<file path="src/rtl/demux_buf_if.sv">
// demux_buf_if
//   Groups the input stream, the per-port output streams and the drop
//   status of demux_buf into a single bundle.
//   slave  : view used by demux_buf itself
//   master : view used by the producer/consumers (or a testbench)
//   in_valid/in_ready/in_data/in_sel : single input stream with destination
//   out_valid/out_ready/out_data     : NOUT output streams, port i data in
//                                      out_data[i*WIDTH +: WIDTH]
//   drop/err_count                   : dropped-word pulse and saturating count
interface demux_buf_if #(
    parameter int WIDTH = 64,
    parameter int NOUT  = 4,
    parameter int SELW  = $clog2(NOUT)
) ();
    logic                  in_valid;
    logic                  in_ready;
    logic [WIDTH-1:0]      in_data;
    logic [SELW-1:0]       in_sel;
    logic [NOUT-1:0]       out_valid;
    logic [NOUT-1:0]       out_ready;
    logic [NOUT*WIDTH-1:0] out_data;
    logic                  drop;
    logic [7:0]            err_count;

    modport slave (
        input  in_valid, in_data, in_sel, out_ready,
        output in_ready, out_valid, out_data, drop, err_count
    );

    modport master (
        output in_valid, in_data, in_sel, out_ready,
        input  in_ready, out_valid, out_data, drop, err_count
    );
endinterface

</file>
<file path="src/rtl/demux_buf.sv">
// demux_buf
//   Buffered 1-to-NOUT demultiplexer. Each input word is steered to the
//   output port named by in_sel; every port has its own 2-entry FIFO so a
//   stalled consumer only blocks words destined for it. Words whose select
//   is out of range are discarded, flagged on drop and counted in err_count.
// Ports
//   clk   : clock, all state updates on the rising edge
//   reset : asynchronous, active-high; clears all buffered words and counters
//   bus   : demux_buf_if.slave (input stream, NOUT output streams, drop status)
module demux_buf #(
    parameter int WIDTH = 64,
    parameter int NOUT  = 4,
    parameter int SELW  = $clog2(NOUT)
) (
    input  logic        clk,
    input  logic        reset,
    demux_buf_if.slave  bus
);

    // Per-port FIFO state: two storage slots, 1-bit pointers, occupancy 0..2.
    logic [WIDTH-1:0] mem [NOUT][2];
    logic [1:0]       cnt [NOUT];
    logic [NOUT-1:0]  wptr;
    logic [NOUT-1:0]  rptr;

    logic [NOUT-1:0]  push;
    logic [NOUT-1:0]  pop;
    logic             sel_hit;
    logic             sel_full;
    logic             in_ready;
    logic             drop_q;
    logic [7:0]       err_q;

    logic [NOUT-1:0]       out_valid_w;
    logic [NOUT*WIDTH-1:0] out_data_w;

    // in_ready looks only at in_sel and the registered counts, never at
    // out_ready, so a pop frees space for the input one cycle later.
    // An out-of-range select matches no port, leaving sel_full low and the
    // word accepted immediately for discarding.
    always_comb begin
        // NOTE: every variable gets a default before any conditional write so
        // no path leaves it unassigned, which would infer a latch.
        sel_hit  = 1'b0;
        sel_full = 1'b0;
        push     = '0;
        pop      = '0;
        for (int i = 0; i < NOUT; i++) begin
            if (bus.in_sel == SELW'(i)) begin
                sel_hit  = 1'b1;
                sel_full = (cnt[i] == 2'd2);
            end
        end
        in_ready = !sel_full;
        for (int i = 0; i < NOUT; i++) begin
            push[i] = bus.in_valid && in_ready && (bus.in_sel == SELW'(i));
            // out_ready of an empty port is ignored.
            pop[i]  = (cnt[i] != 2'd0) && bus.out_ready[i];
        end
    end

    // Head entry of each FIFO drives its output slice straight from storage.
    always_comb begin
        out_valid_w = '0;
        out_data_w  = '0;
        for (int i = 0; i < NOUT; i++) begin
            out_valid_w[i]                 = (cnt[i] != 2'd0);
            out_data_w[i*WIDTH +: WIDTH]   = mem[i][rptr[i]];
        end
    end

    // NOTE: state registers are written with non-blocking assignments so all
    // of them sample pre-edge values regardless of statement order.
    always_ff @(posedge clk or posedge reset) begin
        if (reset) begin
            // NOTE: the storage array is reset too, because out_data must
            // read as zero during and straight after reset.
            for (int i = 0; i < NOUT; i++) begin
                mem[i][0] <= '0;
                mem[i][1] <= '0;
                cnt[i]    <= 2'd0;
            end
            wptr   <= '0;
            rptr   <= '0;
            drop_q <= 1'b0;
            err_q  <= 8'd0;
        end else begin
            for (int i = 0; i < NOUT; i++) begin
                if (push[i]) begin
                    mem[i][wptr[i]] <= bus.in_data;
                    wptr[i]         <= ~wptr[i];
                end
                if (pop[i]) begin
                    rptr[i] <= ~rptr[i];
                end
                // Simultaneous push and pop leaves the count unchanged; the
                // pointers alone move the new word to the head.
                cnt[i] <= cnt[i] + {1'b0, push[i]} - {1'b0, pop[i]};
            end
            drop_q <= bus.in_valid && !sel_hit;
            if (bus.in_valid && !sel_hit && (err_q != 8'hFF)) begin
                err_q <= err_q + 8'd1;
            end
        end
    end

    assign bus.in_ready  = in_ready;
    assign bus.out_valid = out_valid_w;
    assign bus.out_data  = out_data_w;
    assign bus.drop      = drop_q;
    assign bus.err_count = err_q;

endmodule

</file>
<file path="src/flat_wrapper.sv">
// flat-port wrapper written by rule: the top's interface ports become plain ports
module demux_buf_flat 
#(
    parameter int WIDTH = 64,
    parameter int NOUT  = 4,
    parameter int SELW  = $clog2(NOUT)
)
  (clk, reset, bus_in_valid, bus_in_data, bus_in_sel, bus_out_ready, bus_in_ready, bus_out_valid, bus_out_data, bus_drop, bus_err_count);
  demux_buf_if #(.WIDTH(WIDTH), .NOUT(NOUT), .SELW(SELW)) bus_i ();
  input  logic clk;
  input  logic reset;
  input wire logic [$bits(bus_i.in_valid)-1:0] bus_in_valid;
  input wire logic [$bits(bus_i.in_data)-1:0] bus_in_data;
  input wire logic [$bits(bus_i.in_sel)-1:0] bus_in_sel;
  input wire logic [$bits(bus_i.out_ready)-1:0] bus_out_ready;
  output wire logic [$bits(bus_i.in_ready)-1:0] bus_in_ready;
  output wire logic [$bits(bus_i.out_valid)-1:0] bus_out_valid;
  output wire logic [$bits(bus_i.out_data)-1:0] bus_out_data;
  output wire logic [$bits(bus_i.drop)-1:0] bus_drop;
  output wire logic [$bits(bus_i.err_count)-1:0] bus_err_count;
  assign bus_i.in_valid = bus_in_valid;
  assign bus_i.in_data = bus_in_data;
  assign bus_i.in_sel = bus_in_sel;
  assign bus_i.out_ready = bus_out_ready;
  assign bus_in_ready = bus_i.in_ready;
  assign bus_out_valid = bus_i.out_valid;
  assign bus_out_data = bus_i.out_data;
  assign bus_drop = bus_i.drop;
  assign bus_err_count = bus_i.err_count;
  demux_buf #(.WIDTH(WIDTH), .NOUT(NOUT), .SELW(SELW)) u_core (.clk(clk), .reset(reset), .bus(bus_i));
endmodule
</file>
<file path="config.mk">
export PLATFORM = sky130hd
export DESIGN_NAME = demux_buf_flat
export DESIGN_NICKNAME = d
export VERILOG_FILES = /design/src/rtl/demux_buf_if.sv /design/src/rtl/demux_buf.sv /design/src/flat_wrapper.sv
export SDC_FILE = /design/constraint.sdc
export NUM_CORES = 1
export LEC_CHECK = 0
export ABC_AREA = 1
export CAP_MARGIN = 20
export CORE_UTILIZATION = 25
export CTS_CLUSTER_DIAMETER = 50
export CTS_CLUSTER_SIZE = 20
export DETAILED_ROUTE_END_ITERATION = 10
export PLACE_DENSITY_LB_ADDON = 0.2
export SETUP_SLACK_MARGIN = 0.05
export SLEW_MARGIN = 10
export SYNTH_ARGS = -nofsm -noshare
export SYNTH_HDL_FRONTEND = slang
export SYNTH_SLANG_ARGS = --single-unit
</file>
<file path="constraint.sdc">
create_clock -name clk -period 41.6 [get_ports clk]
set_clock_uncertainty 0.15 [all_clocks]
set_input_delay 8.32 -clock clk [delete_from_list [all_inputs] [get_ports clk]]
set_output_delay 8.32 -clock clk [all_outputs]
set_load 0.03 [all_outputs]
</file>
==> flow_summary_export.csv <==
group,metric,value,unit
worst_setup_path,worstSetupPathType,"input pin to output pin",
global_route,grt_overflow_total,0,
worst_setup_path,start_kind,"input pin",
worst_setup_path,reg2reg_from,"u_core.wptr[2]$_DFFE_PP0P_",
power_and_ir_drop,leakage,16.6,nW
worst_setup_path,endpoint_kind,"output pin",
layout,nets,3513,
worst_hold_path,hold_path_class,"flop to flop",
sta,relSlewSlack,26.3,%
logic_synthesis,ys_ff_latch,537,
cts,post_cts_buffers,0,
placement,port_buffers,342,
drt,wire_per_inst,21.0,um
cts,cts_buffers,95,
floorplan,coreArea,0.102,mm2
floorplan,die_h,322,um
drt,viasPerCell,4.83,
cts,clock_latency,680,ps
cts,clock-sinks,537,
worst_setup_path,ff2ff_setup_slack,37950,ps
sta,setup_slack,22400,ps
sta,tightest_slew,1110,ps
layout,drive_gt1_share,6.57,%
global_route,grt_max_degree,228,
cts,hold_buffers,0,
outcome,status,"finished, final reports clean",
sta,rsz0062_at_grt,"no",
logic_synthesis,syn_inst,3312,
global_route,met1_usage,27.4,%
sta,maxSlewViolCount,0,
sta,hold_viol_final,0,
placement,place.gp.congestion,0.736,
cts,root_buffer,"clkbuf_16",
logic_synthesis,synthDistinctLibCells,20,
global_route,met3_usage,3.10,%
worst_hold_path,whs_path_depth,0,
cts,cts_resized,0,
global_route,grt_pass1_wl,154,mm
drt,firstDrtPassIters,5,
global_route,grt_usage,19.6,%
power_and_ir_drop,vdd_drop_max,0.0576,mV
floorplan,start_util,25.2,%
global_route,grt_pass1_vias,23100,
sta,setup_viol,0,
drt,routed_wl,102,mm
placement,place_ws,22400,ps
sta,finalSetupTns,0,ps
logic_synthesis,syn_area_per_cell,7.73,um2
worst_hold_path,hold_start,"u_core.bus.err_count[2]$_DFFE_PP0P_",
cts,cts_tree,"yes",
logic_synthesis,ys_seq_area_share,52.5,%
worst_setup_path,cp.arrival,10730,ps
layout,syn2layout_area_growth,28.6,%
cts,path_clk_slew,50,ps
floorplan,io_pins,343,
drt,drc,0,
sta,period_share,46.2,%
cts,cts_buffer_depth,3,
logic_synthesis,synthesis.area,0.0256,mm2
worst_hold_path,holdPathEnd,"u_core.bus.err_count[2]$_DFFE_PP0P_",
layout,most-common-layout-cells,"1,833 x nand2_1, 529 x dfrtp_1, 524 x nand4_1",
worst_setup_path,cp_max_fo,20,
layout,final_common_cell,"nand2_1",
placement,dp_hpwl,57.8,mm
logic_synthesis,syn-num-nets,3389,
logic_synthesis,yosysWarnings,0,
power_and_ir_drop,power_density,98.2,mW/mm2
drt,dr_total_vias,23600,
flow_run,drv_cap,0,
cts,htreeDepth,3,
sta,min_period,19200,ps
worst_setup_path,reg2reg_to,"u_core.mem[255]$_DFFE_PP0P_",
worst_setup_path,reg2regPathDepth,5,
global_route,use_met2,31.2,%
drt,ant_nets,0,
floorplan,chipWidth,322,um
worst_setup_path,crit_required,33130,ps
floorplan,rows,117,
global_route,globalRoute.busiestLayer,"met2",
sta,clock.fmax,0.0521,GHz
drt,drtIter0Drc,2218,
floorplan,die_area,0.104,mm2
global_route,antenna_found_initial,0,
sequential cells by signal (all words and copies together), names as in the netlist:
register,flops
u_core.cnt,8
u_core.bus.err_count,8
u_core.bus.drop,1
u_core.rptr,4
u_core.mem,512
u_core.wptr,4
cells by family after synthesis:
| family | synth area share [%] |
|---|---|
| xor gates and xnor gates | 0.274 |
| DFF | 52.5 |
| and+or+nand+nor | 40.4 |
| buffers and inverters | 6.63 |
| other | 0.0147 |
| adders and majority gates | 0.196 |
stage by stage:
stage / instances / instance area [um2] / hold slack [ps] / utilization [%] / total power [mW]
2_1_floorplan: 3312 / 25600 / 300 / - / 1.78
3_3_place_gp: 4707 / 29600 / 215 / 29.1 / 2.43
3_5_place_dp: 4707 / 29600 / 214 / 29.1 / 2.44
4_1_cts: 4884 / 32900 / 227 / 32.4 / 3.27
5_1_grt: 4884 / 32900 / 231 / 32.4 / 3.43
6_report: 4885 / 32900 / 221 / 32.4 / 3.23
worst max path at each step:
stage                  start                   endpoint  slack (ps)  cells past startpoint
6_report       bus_in_sel[0]               bus_in_ready       22400                      8
5_1_grt        bus_in_sel[0]               bus_in_ready       22270                      8
4_1_cts        bus_in_sel[0]               bus_in_ready       22380                      8
3_5_place_dp   bus_in_sel[0]               bus_in_ready       22400                      8
3_3_place_gp   bus_in_sel[0]               bus_in_ready       22360                      8
2_1_floorplan          reset  u_core.bus.drop$_DFF_PP0_       18120                      1
routing by layer:
metal	routed length, um	share of wire [%]
met3	4590	4.5
met2	48000	47
met5	0	0
met1	47400	46
met4	2310	2.3
worst max-delay path, stage by stage:
cell and delay [ps]:
clkdlybuf4s50_1 630, inv_2 80, nor2_4 470, nand2_1 150, nand3_1 140, nor2_2 40, buf_4 220, clkdlybuf4s50_1 660
power by group:
part	switching, mW	internal (mW)	total (mW)
registers	0.165	0.759	0.924
logic	1.01	0.483	1.49
clock network	0.308	0.506	0.814
cells in the mapped netlist:
library cell  count  share of area [%]
clkbuf_1        162                2.4
inv_2             2              0.029
nand3_1           5              0.098
clkbuf_2         64                1.3
nand4_1         524                 13
xor2_1            8               0.27
inv_1            32               0.47
buf_2            83                1.6
conb_1            1              0.015
ha_1              4               0.20
buf_1            33               0.48
nor2_4            2              0.088
nand2_1        1833                 27
buf_6             7               0.31
dfrtp_1         537                 53
nor2_1            5              0.073
nand4_2           1              0.049
buf_4             3              0.088
nand4_4           4               0.33
nor2_2            2              0.049
final cells by class:
type                            instances  area [um2]
Clock inverter                         58         757
Sequential cell                       537       13500
Multi-Input combinational cell       2389       10500
Antenna cell                            1        2.50
Timing Repair Buffer                  379        3740
Fill cell                           10700       68700
Clock buffer                          119        2590
Tap cell                             1368        1710
Inverter                               34         160
Note: power is estimated with default switching activity, not from simulation.
